===== config.mk =====
export PLATFORM = sky130hd
export DESIGN_NAME = program_sequencer_stack
export DESIGN_NICKNAME = d
export VERILOG_FILES = /design/src/rtl/seq_pkg.sv /design/src/rtl/return_stack.sv /design/src/rtl/program_sequencer_stack.sv
export SDC_FILE = /design/constraint.sdc
export NUM_CORES = 1
export LEC_CHECK = 0
export BUFFER_PORTS_ARGS = -buffer_cell sky130_fd_sc_hd__buf_4
export CAP_MARGIN = 25
export CORE_UTILIZATION = 50
export CTS_BUF_LIST = sky130_fd_sc_hd__clkbuf_4 sky130_fd_sc_hd__clkbuf_8 sky130_fd_sc_hd__clkbuf_16
export CTS_CLUSTER_SIZE = 28
export DETAILED_ROUTE_END_ITERATION = 10
export HOLD_SLACK_MARGIN = 0.02
export PLACE_DENSITY_LB_ADDON = 0.08
export SYNTH_ARGS = -nofsm -noshare
export SYNTH_HDL_FRONTEND = slang
export SYNTH_SLANG_ARGS = --single-unit

===== constraint.sdc =====
create_clock -name clk -period 2 [get_ports clk]
set_input_delay 0.3 -clock clk [delete_from_list [all_inputs] [get_ports clk]]
set_output_delay 0.3 -clock clk [all_outputs]
set_load 0.02 [all_outputs]

===== src/rtl/seq_pkg.sv =====
// Shared constants and next-address select encoding for the program sequencer.
package seq_pkg;

  localparam int DEFAULT_ADDR_W      = 8;
  localparam int DEFAULT_STACK_DEPTH = 4;

  typedef enum logic [2:0] {
    SEL_ZERO   = 3'd0,
    SEL_HOLD   = 3'd1,
    SEL_RET    = 3'd2,
    SEL_TARGET = 3'd3,
    SEL_INC    = 3'd4
  } next_sel_e;

endpackage


===== src/rtl/return_stack.sv =====
// LIFO of return addresses; push while full and pop while empty are ignored here,
// so the caller only has to raise the sticky error flags.
module return_stack
  import seq_pkg::*;
#(
  parameter int DATA_W = DEFAULT_ADDR_W,
  parameter int DEPTH  = DEFAULT_STACK_DEPTH
) (
  input  logic                         clk,
  input  logic                         sync_reset,
  input  logic                         push,
  input  logic                         pop,
  input  logic [DATA_W-1:0]            din,
  output logic [DATA_W-1:0]            tos,
  output logic [$clog2(DEPTH+1)-1:0]   count,
  output logic                         full,
  output logic                         empty
);

  localparam int CNT_W = $clog2(DEPTH + 1);
  localparam int IDX_W = (DEPTH > 1) ? $clog2(DEPTH) : 1;

  logic [DATA_W-1:0] mem_r [DEPTH];
  logic [CNT_W-1:0]  count_r;
  logic [IDX_W-1:0]  wr_idx_s;
  logic [IDX_W-1:0]  rd_idx_s;
  logic              full_s;
  logic              empty_s;
  logic              do_push_s;
  logic              do_pop_s;

  // Occupancy flags, slot indices and guarded push/pop strobes.
  always_comb begin
    full_s    = (count_r == CNT_W'(DEPTH));
    empty_s   = (count_r == {CNT_W{1'b0}});
    wr_idx_s  = IDX_W'(count_r);
    rd_idx_s  = IDX_W'(count_r - CNT_W'(1'b1));
    do_push_s = push & ~full_s & ~pop;
    do_pop_s  = pop & ~empty_s;
    if (empty_s) begin
      tos = {DATA_W{1'b0}};
    end else begin
      tos = mem_r[rd_idx_s];
    end
  end

  // Occupancy counter.
  always_ff @(posedge clk) begin
    if (sync_reset) begin
      count_r <= {CNT_W{1'b0}};
    end else if (do_push_s) begin
      count_r <= count_r + CNT_W'(1'b1);
    end else if (do_pop_s) begin
      count_r <= count_r - CNT_W'(1'b1);
    end else begin
      count_r <= count_r;
    end
  end

  // Entry storage; contents are only visible while count is non-zero.
  always_ff @(posedge clk) begin
    if (do_push_s && !sync_reset) begin
      mem_r[wr_idx_s] <= din;
    end
  end

  assign count = count_r;
  assign full  = full_s;
  assign empty = empty_s;

endmodule


===== src/rtl/program_sequencer_stack.sv =====
// Program-memory address sequencer with fixed-priority next-address select
// and a return-address stack for call/ret.
module program_sequencer_stack
  import seq_pkg::*;
#(
  parameter int ADDR_W      = DEFAULT_ADDR_W,
  parameter int STACK_DEPTH = DEFAULT_STACK_DEPTH
) (
  input  logic                               clk,
  input  logic                               sync_reset,
  input  logic                               stall,
  input  logic                               jump,
  input  logic                               conditional_jump,
  input  logic                               dont_jmp,
  input  logic                               call,
  input  logic                               ret,
  input  logic [ADDR_W-1:0]                  jump_address,
  output logic [ADDR_W-1:0]                  pm_addr,
  output logic [ADDR_W-1:0]                  pc,
  output logic [$clog2(STACK_DEPTH+1)-1:0]   sp,
  output logic                               stack_overflow,
  output logic                               stack_underflow
);

  localparam int SP_W = $clog2(STACK_DEPTH + 1);

  logic [ADDR_W-1:0] pc_r;
  logic [ADDR_W-1:0] pc_inc_s;
  logic [ADDR_W-1:0] pm_addr_s;
  logic [ADDR_W-1:0] tos_s;
  logic [SP_W-1:0]   count_s;
  logic              full_s;
  logic              empty_s;
  logic              active_s;
  logic              push_s;
  logic              pop_s;
  logic              ovf_set_s;
  logic              unf_set_s;
  logic              overflow_r;
  logic              underflow_r;
  next_sel_e         sel_s;

  return_stack #(
    .DATA_W (ADDR_W),
    .DEPTH  (STACK_DEPTH)
  ) u_stack (
    .clk        (clk),
    .sync_reset (sync_reset),
    .push       (push_s),
    .pop        (pop_s),
    .din        (pc_inc_s),
    .tos        (tos_s),
    .count      (count_s),
    .full       (full_s),
    .empty      (empty_s)
  );

  // Priority select and stack/flag strobes; ret always masks call.
  always_comb begin
    pc_inc_s  = pc_r + ADDR_W'(1'b1);
    active_s  = ~sync_reset & ~stall;
    push_s    = active_s & ~ret & call & ~full_s;
    ovf_set_s = active_s & ~ret & call & full_s;
    pop_s     = active_s & ret & ~empty_s;
    unf_set_s = active_s & ret & empty_s;
    sel_s     = SEL_INC;
    if (sync_reset) begin
      sel_s = SEL_ZERO;
    end else if (stall) begin
      sel_s = SEL_HOLD;
    end else if (ret) begin
      if (empty_s) begin
        sel_s = SEL_INC;
      end else begin
        sel_s = SEL_RET;
      end
    end else if (call || jump || (conditional_jump && !dont_jmp)) begin
      sel_s = SEL_TARGET;
    end else begin
      sel_s = SEL_INC;
    end
  end

  // Next-address mux.
  always_comb begin
    case (sel_s)
      SEL_ZERO:   pm_addr_s = {ADDR_W{1'b0}};
      SEL_HOLD:   pm_addr_s = pc_r;
      SEL_RET:    pm_addr_s = tos_s;
      SEL_TARGET: pm_addr_s = jump_address;
      SEL_INC:    pm_addr_s = pc_inc_s;
      default:    pm_addr_s = pc_inc_s;
    endcase
  end

  // Program counter and sticky stack error flags.
  always_ff @(posedge clk) begin
    if (sync_reset) begin
      pc_r        <= {ADDR_W{1'b0}};
      overflow_r  <= 1'b0;
      underflow_r <= 1'b0;
    end else begin
      pc_r        <= pm_addr_s;
      overflow_r  <= overflow_r | ovf_set_s;
      underflow_r <= underflow_r | unf_set_s;
    end
  end

  assign pm_addr         = pm_addr_s;
  assign pc              = pc_r;
  assign sp              = count_s;
  assign stack_overflow  = overflow_r;
  assign stack_underflow = underflow_r;

endmodule


=== Word level (Yosys, flattened, before mapping) ===
Memory sizes are Yosys's and may differ from the RTL's.
Index checks and enable logic that the tools add are counted.

* Register bits: 13
* Input port bits: 16
* Memories: 1
* Word-level logic and storage cells: 51
* Memory bits (writable): 32
* Output and inout bits: 21

{| class="wikitable"
|+ Memory list
! name !! depth !! width !! rd ports !! clocked after Yosys merged registers in !! wr ports !! RTL line !! source
|-
| u_stack.mem_r || 4 || 8 || 1 || 0 || 1 || return_stack.sv:23 || <nowiki>logic [DATA_W-1:0] mem_r [DEPTH];</nowiki>
|}

* Muxes and demuxes: 11
* $add $sub $neg: 3
* Eq/ne operators: 4
* Reduce and logical (&&, ||, !) cells: 9
* Bitwise operators: 19

{| class="wikitable"
|+ Operators with widths
! kind !! count
|-
| $pmux W8 S4 || 1
|-
| $mux W3 || 7
|-
| $and A1 B1 Y1 || 11
|-
| $add A8 B1 Y8 const B || 1
|-
| $mux W8 || 1
|-
| $eq A3 B2 Y1 const B || 2
|-
| $logic_not A3 Y1 || 2
|-
| $not A1 Y1 || 6
|-
| $add A3 B1 Y3 const B || 1
|-
| $eq A3 B1 Y1 const B || 1
|-
| $eq A3 B3 Y1 const B || 1
|-
| $sub A3 B1 Y3 const B || 1
|-
| $logic_and A1 B1 Y1 || 2
|-
| $logic_not A1 Y1 || 2
|-
| $logic_or A1 B1 Y1 || 2
|-
| $mux W1 || 2
|-
| $or A1 B1 Y1 || 2
|-
| $reduce_bool A2 Y1 || 1
|}

=== Depth between registers and ports, before layout ===
Gate-level depths: netlist of the first run.

* Depth in word-level cells: 10
* Gate-level depth with buffers: 8
* Mapped depth without buffers: 6

=== Cells and area by module ===
From an unflattened synthesis of the first run, not the netlist that was laid out.

* Cells, all modules: 163
* Area total of the unflattened synthesis: 2253.4 um^2

{| class="wikitable"
|+ By module, submodules not included
! module !! instances !! area each (um^2) !! cells each !! seq. area each (um^2)
|-
| return_stack || 1 || 1501.4 || 87 || 1021.0
|-
| program_sequencer_stack || 1 || 752.0 || 76 || 200.2
|}

=== Worst setup path before layout of the first run ===
Ideal clock, no wire load.

* Path kind: flip-flop to output port
* Start point: register u_stack.count_r[0] (netlist: u_stack.count[0])
* End point: output pm_addr[4]
* Data arrival time: 2.037 ns
* Data required time: 1.700 ns
* Setup slack: -0.337 ns
* Stages on the path, launching flop included: 9
* Path buffers: 2
* Path through: dfxtp_1 buf_6 inv_1 ha_1 clkbuf_2 mux4_2 and4_1 a21oi_2 a2bb2oi_1

* Word-level cells in the longest chain between the ends: 7
* Elaborated cells on any way between the ends: 13
* Those cells by class: 1 x add/sub; 3 x eq/ne; 6 x mux; 2 x reduce/logical; 1 x memory

{| class="wikitable"
|+ Ends and longest elaborated chain
! element !! RTL line !! source
|-
| start: declaration || return_stack.sv:24 || <nowiki>logic [CNT_W-1:0] count_r;</nowiki>
|-
| start signal: assignment || return_stack.sv:50 || <nowiki>count_r <= {CNT_W{1'b0}};</nowiki>
|-
| start signal: assignment || return_stack.sv:52 || <nowiki>count_r <= count_r + CNT_W'(1'b1);</nowiki>
|-
| start signal: assignment || return_stack.sv:54 || <nowiki>count_r <= count_r - CNT_W'(1'b1);</nowiki>
|-
| parallel branches: the longest is 6 deep, another holds $mem_v2 Z4 W8 || -- ||
|-
| $pmux W8 S4 * || program_sequencer_stack.sv:86 || <nowiki>case (sel_s)</nowiki>
|-
| end: declaration || program_sequencer_stack.sv:18 || <nowiki>output logic [ADDR_W-1:0] pm_addr,</nowiki>
|}

Every way passes the cells marked *.

=== Worst setup path after layout of the first run ===
Same ends and word-level chain as after synthesis.

==> run_results.csv, run 1 <==
group,metric,value,unit
die,die_h,68.7,um
sta,rsz0062_at_grt,"yes",
route,dr.pass1.iters,4,
logic_synthesis,yosysTopAreaCellShare,0.432,
die,die_w,68.7,um
sta,hold_violations,0,
logic_synthesis,syn_area_per_cell,13.1,um2
finish,diodes,0,
place,place_area,2710,um2
logic_synthesis,synth_xor_xnor_area_share,0.0276,
worst_hold_path,min_from,"jump_address[6]",
global_routing,grt_max_degree,16,
critical_path,endpoint_kind,"primary output",
die,io_pins,37,
logic_synthesis,ys_async_sr_fraction,0,
sta,fmax,450,MHz
sta,relSlewSlack,0.694,
finish,nets,268,
critical_path,crit_type,"flop to primary output",
logic_synthesis,synthAdderAreaFrac,0.0337,
worst_hold_path,hold_class,"primary input to flop",
place,place_inst,269,
logic_synthesis,synth.most_common_cell,"edfxtp_1",
logic_synthesis,synth_edf_count,32,
sta,finalSetupViolations,9,
logic_synthesis,synth_fp_nets,192,
clocking,clock_sinks,45,
sta,worstMarginPinSlew,455,ps
critical_path,crit_chain,"inv_6 -> ha_4 -> mux4_2 -> and4_1 -> a21oi_2 -> a2bb2oi_2 -> buf_4",
logic_synthesis,yosys.area_share.simple,0.106,
clocking,cts_tree,"built",
flow_run,drv_cap,0,
logic_synthesis,ys_types,43,
critical_path,cp_slowest_cell,"dfxtp_4",
die,num_rows,23,
global_routing,grt_pass1_vias,1603,
clocking,cts_buffers,5,
global_routing,use_met1,0.299,
global_routing,track_usage,0.239,
route,drcViolationCount,0,
die,die_area,4720,um2
place,post-dp-hpwl,3.58,mm
global_routing,grt_use_met3,0.0510,
critical_path,worst-path-max-fanout,6,
status,outcome,"finished, violations left",
critical_path,cpPeakStageDelay,390,ps
clocking,clk_latency,300,ps
route,drt-total-wl,5.32,mm
route,num_vias,1704,
logic_synthesis,synth_area,2220,um2
finish,layout-drive-gt1-share,0.466,
sta,finalMaxSlewViolations,0,
logic_synthesis,yosysSeqAreaShare,0.549,
global_routing,use_met2,0.409,
sta,fin_ws,-222,ps
logic_synthesis,synth_flop_cell,"edfxtp_1",
critical_path,cp-startpoint,"u_stack.count[0]",
route,drt.antenna.violating_nets,0,
sta,fin_skew,9.06,ps
clocking,cts_max_path_buffers,2,
route,first_iter_violations,153,
logic_synthesis,synth_top_cell_by_area,"edfxtp_1",
sta,post-route-period-util,1.11,
critical_path,cp.required,1700,ps
status,violations,"setup timing",
logic_synthesis,synth_top_family_by_area,"compound AO/OA/AOI/OAI gates",
logic_synthesis,synth_cells,170,
global_routing,grt.overflow.total,0,
pwr,peakVddDrop,0.000554,V
critical_path,cp_num_buf_inv,2,
clocking,root_buffer,"clkbuf_8",
logic_synthesis,ys_top_cells_by_count,"edfxtp_1 (32), dfxtp_1 (13), inv_1 (13)",
logic_synthesis,muxShareOfSynthArea,0.0962,
critical_path,critPathTopFamily,"flip-flops",
critical_path,cp.arrival,1920,ps
critical_path,reg2reg_from,"u_stack.count[0]",
pwr,p_total,2420,uW
pwr,p_per_area,796,nW/um2
worst_hold_path,worstHoldPathCells,3,
finish,final_area,3040,um2
global_routing,grt_pass1_wl,7.76,mm
die,coreArea,4140,um2
worst_hold_path,min_to,"pc[6]",
logic_synthesis,yosysWarnings,0,
global_routing,grt_busiest_layer,"met2",
finish,area_growth,36.5,%
clocking,ctsHtreeMaxLevel,2,
critical_path,ff2ff_path_depth,13,
pwr,p_leak,0.00121,uW
logic_synthesis,synth-compound-area-share,0.140,
route,avgViaCountPerCell,5.74,
critical_path,r2r-end,"pc[4]",
sta,fin_tns_setup,-1590,ps
route,wire_per_inst,17.9,um
sta,period_minus_slack,2220,ps
place,io_buffers,36,
logic_synthesis,ys_top_cells_by_area,"edfxtp_1 (43%), dfxtp_1 (12%), mux4_1 (7.1%)",
die,start_util,0.537,
finish,final_cells,297,
place,gp_congestion,0.814,
critical_path,r2r_setup_slack,-190,ps
logic_synthesis,ys_ff_latch,45,
global_routing,antenna_found_initial,0,
finish,fillers,271,
critical_path,start_kind,"flop",
clocking,path_clk_slew,90,ps
## registers in the layout, summed over array words and instances (netlist names)
signal and flops:
u_stack.mem_r 32, pc 8, u_stack.count 3, stack_overflow 1
stack_underflow 1
## where the power goes
group,total [uW],switching [uW],internal [uW]
sequential,1090,35.4,1050
combinational,635,313,322
clock,696,322,375
## how the worst max path moves through the flow
stage                     depth (start not counted)    endpoint  slack [ps]
after floorplan                                   7  pm_addr[5]         -20
after global placement                            7  pm_addr[4]          80
after detailed placement                          8  pm_addr[0]          50
after CTS                                         6  pm_addr[4]        -210
after global routing                              7  pm_addr[4]        -290
final                                             7  pm_addr[4]        -220
## repair_timing
| item | CTS | global route |
|---|---|---|
| hold buffers | 0 | 0 |
| endpoints found under the setup margin | 8 | 9 |
| buffers inserted | 13 | 7 |
| gates resized for setup | 21 | 6 |
| gates cloned | 0 | 0 |
| pin swaps | 4 | 6 |
## per-stage QoR
| stage | setup WS, ps | util | hold WS [ps] |
|---|---|---|---|
| 2_1_floorplan | -15.7 | - | 529 |
| 3_5_place_dp | 49.6 | 0.653 | 482 |
| 3_3_place_gp | 78.2 | 0.653 | 451 |
| 5_1_grt | -291 | 0.733 | 385 |
| 4_1_cts | -209 | 0.717 | 358 |
| 6_report | -222 | 0.733 | 372 |
## cell usage in the layout, fill, tap and decap left out, drive strengths merged, types with 2 or more instances in the layout
master / n
dfxtp: 13
or2: 2
mux4: 8
o22a: 4
clkbuf: 5
buf: 77
nand2: 10
inv: 14
nand4: 4
o31ai: 2
and4: 2
o21a: 2
o211ai: 2
nor2: 7
and3: 2
a32oi: 3
ha: 6
a21oi: 2
and2: 5
a31oi: 3
nor2b: 5
o21ai: 4
edfxtp: 32
a2bb2oi: 7
a221o: 2
nand2b: 2
nand3: 4
xnor2: 6
o221ai: 2
## routing by layer
layer  up-vias  share of wire
met5         -              0
met4         0          0.015
met3         9          0.058
met2        52           0.48
met1       838           0.45
li1        805              -
## final cells by class
class	count	area [um2]	share of cell area
clock buffers	5	68.8	0.0227
clock inverters	3	43.8	0.0144
inverters	13	53.8	0.0177
multi-input cells	104	968	0.319
flip-flops and latches	45	1230	0.404
well taps	50	62.6	0.0206
repair buffers	77	613	0.202
## kinds of logic after synthesis
group	count (synthesis)
AOI/OAI and AO/OA	39
and+or+nand+nor	43
buffers and inverters	21
DFF	45
adders and majority gates	6
muxes	9
xor gates and xnor gates	7
## tightest hold or removal path, cell delays in order
cell    delay [ps]
buf_4           80
o21a_1         130
o22a_1         140
Note: power is estimated with default switching activity, not from simulation.
==> inputs of run 2 (changes only) <==
Settings changed: CORE_UTILIZATION 50 to 51, CTS_BUF_LIST sky130_fd_sc_hd__clkbuf_4 sky130_fd_sc_hd__clkbuf_8 sky130_fd_sc_hd__clkbuf_16 to sky130_fd_sc_hd__clkbuf_4.
==> run_results.csv, run 2 (synthesis results as in run 1) <==
group,metric,value,unit
global_routing,grt_max_degree,15,
route,drcViolationCount,0,
sta,fin_ws,-257,ps
die,start_util,0.544,
finish,area_growth,34.4,%
finish,layout-drive-gt1-share,0.454,
sta,worstMarginPinSlew,385,ps
status,outcome,"finished, violations left",
flow_run,drv_cap,0,
finish,final_cells,290,
finish,final_common_cell,"buf_4",
clocking,cts_max_path_buffers,2,
critical_path,endpoint_kind,"primary output",
critical_path,crit_type,"flop to primary output",
clocking,clock_sinks,45,
finish,fillers,277,
place,gp_congestion,0.780,
global_routing,grt.overflow.total,0,
critical_path,ff2ff_path_depth,7,
clocking,cts_buffers,5,
pwr,peakVddDrop,0.000535,V
critical_path,r2r-end,"pc[5]",
place,place_ws,50.3,ps
sta,relSlewSlack,0.743,
route,drt-total-wl,5.19,mm
die,num_rows,23,
worst_hold_path,hold_class,"primary input to flop",
worst_hold_path,worstHoldPathCells,3,
finish,diodes,0,
route,avgViaCountPerCell,5.86,
critical_path,crit_chain,"inv_6 -> ha_4 -> mux4_2 -> and4_1 -> a21oi_2 -> a2bb2oi_2 -> buf_4",
critical_path,cpPeakStageDelay,400,ps
worst_hold_path,min_to,"stack_underflow",
sta,finalSetupViolations,8,
place,io_buffers,36,
critical_path,cp.required,1700,ps
route,dr.pass1.iters,5,
pwr,p_total,2140,uW
finish,regMostFlops,"u_stack.mem_r",
clocking,path_clk_slew,130,ps
critical_path,reg2reg_from,"u_stack.count[0]",
sta,hold_violations,0,
finish,nets,261,
sta,post-route-period-util,1.13,
clocking,root_buffer,"clkbuf_4",
route,drt.antenna.violating_nets,0,
sta,rsz0062_at_grt,"yes",
die,coreArea,4090,um2
worst_hold_path,min_from,"ret",
critical_path,start_kind,"flop",
route,first_iter_violations,218,
clocking,holdBufCountCts,0,
critical_path,cp.arrival,1960,ps
finish,final_cell_mix,"buf_4 (60), edfxtp_1 (32), dfxtp_1 (11)",
pwr,p_per_area,717,nW/um2
global_routing,track_usage,0.231,
die,io_pins,37,
place,post-dp-hpwl,3.53,mm
sta,fmax,443,MHz
global_routing,grt_pass1_vias,1569,
sta,finalMaxSlewViolations,0,
die,die_h,68.0,um
pwr,p_leak,0.00117,uW
critical_path,worst-path-max-fanout,6,
clocking,clk_latency,340,ps
global_routing,antenna_found_initial,0,
sta,fin_skew,7.82,ps
die,die_area,4630,um2
critical_path,cp_slowest_cell,"dfxtp_4",
clocking,ctsHtreeMaxLevel,2,
route,num_vias,1699,
sta,period_minus_slack,2260,ps
clocking,cts_tree,"built",
status,violations,"setup timing",
route,wire_per_inst,17.9,um
global_routing,grt_pass1_wl,7.51,mm
finish,largest_reg_flops,32,
critical_path,r2r_setup_slack,230,ps
die,die_w,68.0,um
finish,fin_util,0.731,
place,place_inst,268,
## run 2: changes by cell type in the layout (fill, tap and decap cells not counted), moves of 2 or more
cell / delta
buf_12: +3
clkinvlp_4: +2
clkbuf_8: -5
clkbuf_4: +6
buf_4: -10
## run 2: metal layers
| layer | vias to the layer above | part of all wire | global-route usage |
|---|---|---|---|
| met3 | 8 | 0.073 | 0.0550 |
| met4 | 0 | 0.017 | 0.0938 |
| li1 | 798 | - | - |
| met5 | - | 0 | 0 |
| met2 | 82 | 0.47 | 0.359 |
| met1 | 811 | 0.44 | 0.311 |
## run 2: how the worst max path moves through the flow
stage                     start          to  slack [ps]  cells after the start
6_report       u_stack.count[0]  pm_addr[4]        -260                      7
5_1_grt        u_stack.count[0]  pm_addr[7]        -340                      8
4_1_cts        u_stack.count[0]  pm_addr[4]        -280                      6
3_5_place_dp   u_stack.count[1]  pm_addr[4]          50                      7
3_3_place_gp   u_stack.count[1]  pm_addr[3]          70                      8
2_1_floorplan  u_stack.count[0]  pm_addr[5]         -20                      7
## run 2: stage by stage
| stage | hold slack (ps) | TNS [ps] | area, um2 |
|---|---|---|---|
| finish | 310 | -1630 | 2990 |
| global route | 311 | -2220 | 2990 |
| CTS | 279 | -1750 | 2890 |
| detailed placement | 465 | 0 | 2740 |
| global placement | 449 | 0 | 2740 |
| floorplan | 529 | -15.7 | 2270 |
## run 2: power by group
group          switching [uW]  total, uW  internal, uW
Clock                     279        430           151
Combinational             314        626           312
Sequential               37.6       1090          1050
## run 2: final cells by class
cell class              count  area [um2]  area share
clock buffers               6        45.0      0.0151
clock inverters             2        15.0     0.00502
inverters                  13        56.3      0.0188
multi-input cells         104         986       0.330
flip-flops and latches     45        1230       0.410
well taps                  50        62.6      0.0209
repair buffers             70         598       0.200
## run 2: what timing repair did
| action | in CTS | in global routing |
|---|---|---|
| endpoints found under the setup margin | 8 | 8 |
| gates resized for setup | 17 | 15 |
| buffers inserted | 8 | 6 |
| pin swaps | 5 | 8 |
## run 2: critical path: cells and delay by family, from the launching register on
| kind | cells | cell delay, ps |
|---|---|---|
| multiplexers | 1 | 300 |
| adder cells (fa/ha/maj) | 1 | 310 |
| buffers and inverters | 2 | 200 |
| flip-flops | 1 | 400 |
| AND/OR/NAND/NOR | 1 | 200 |
| AO/OA/AOI/OAI | 2 | 210 |
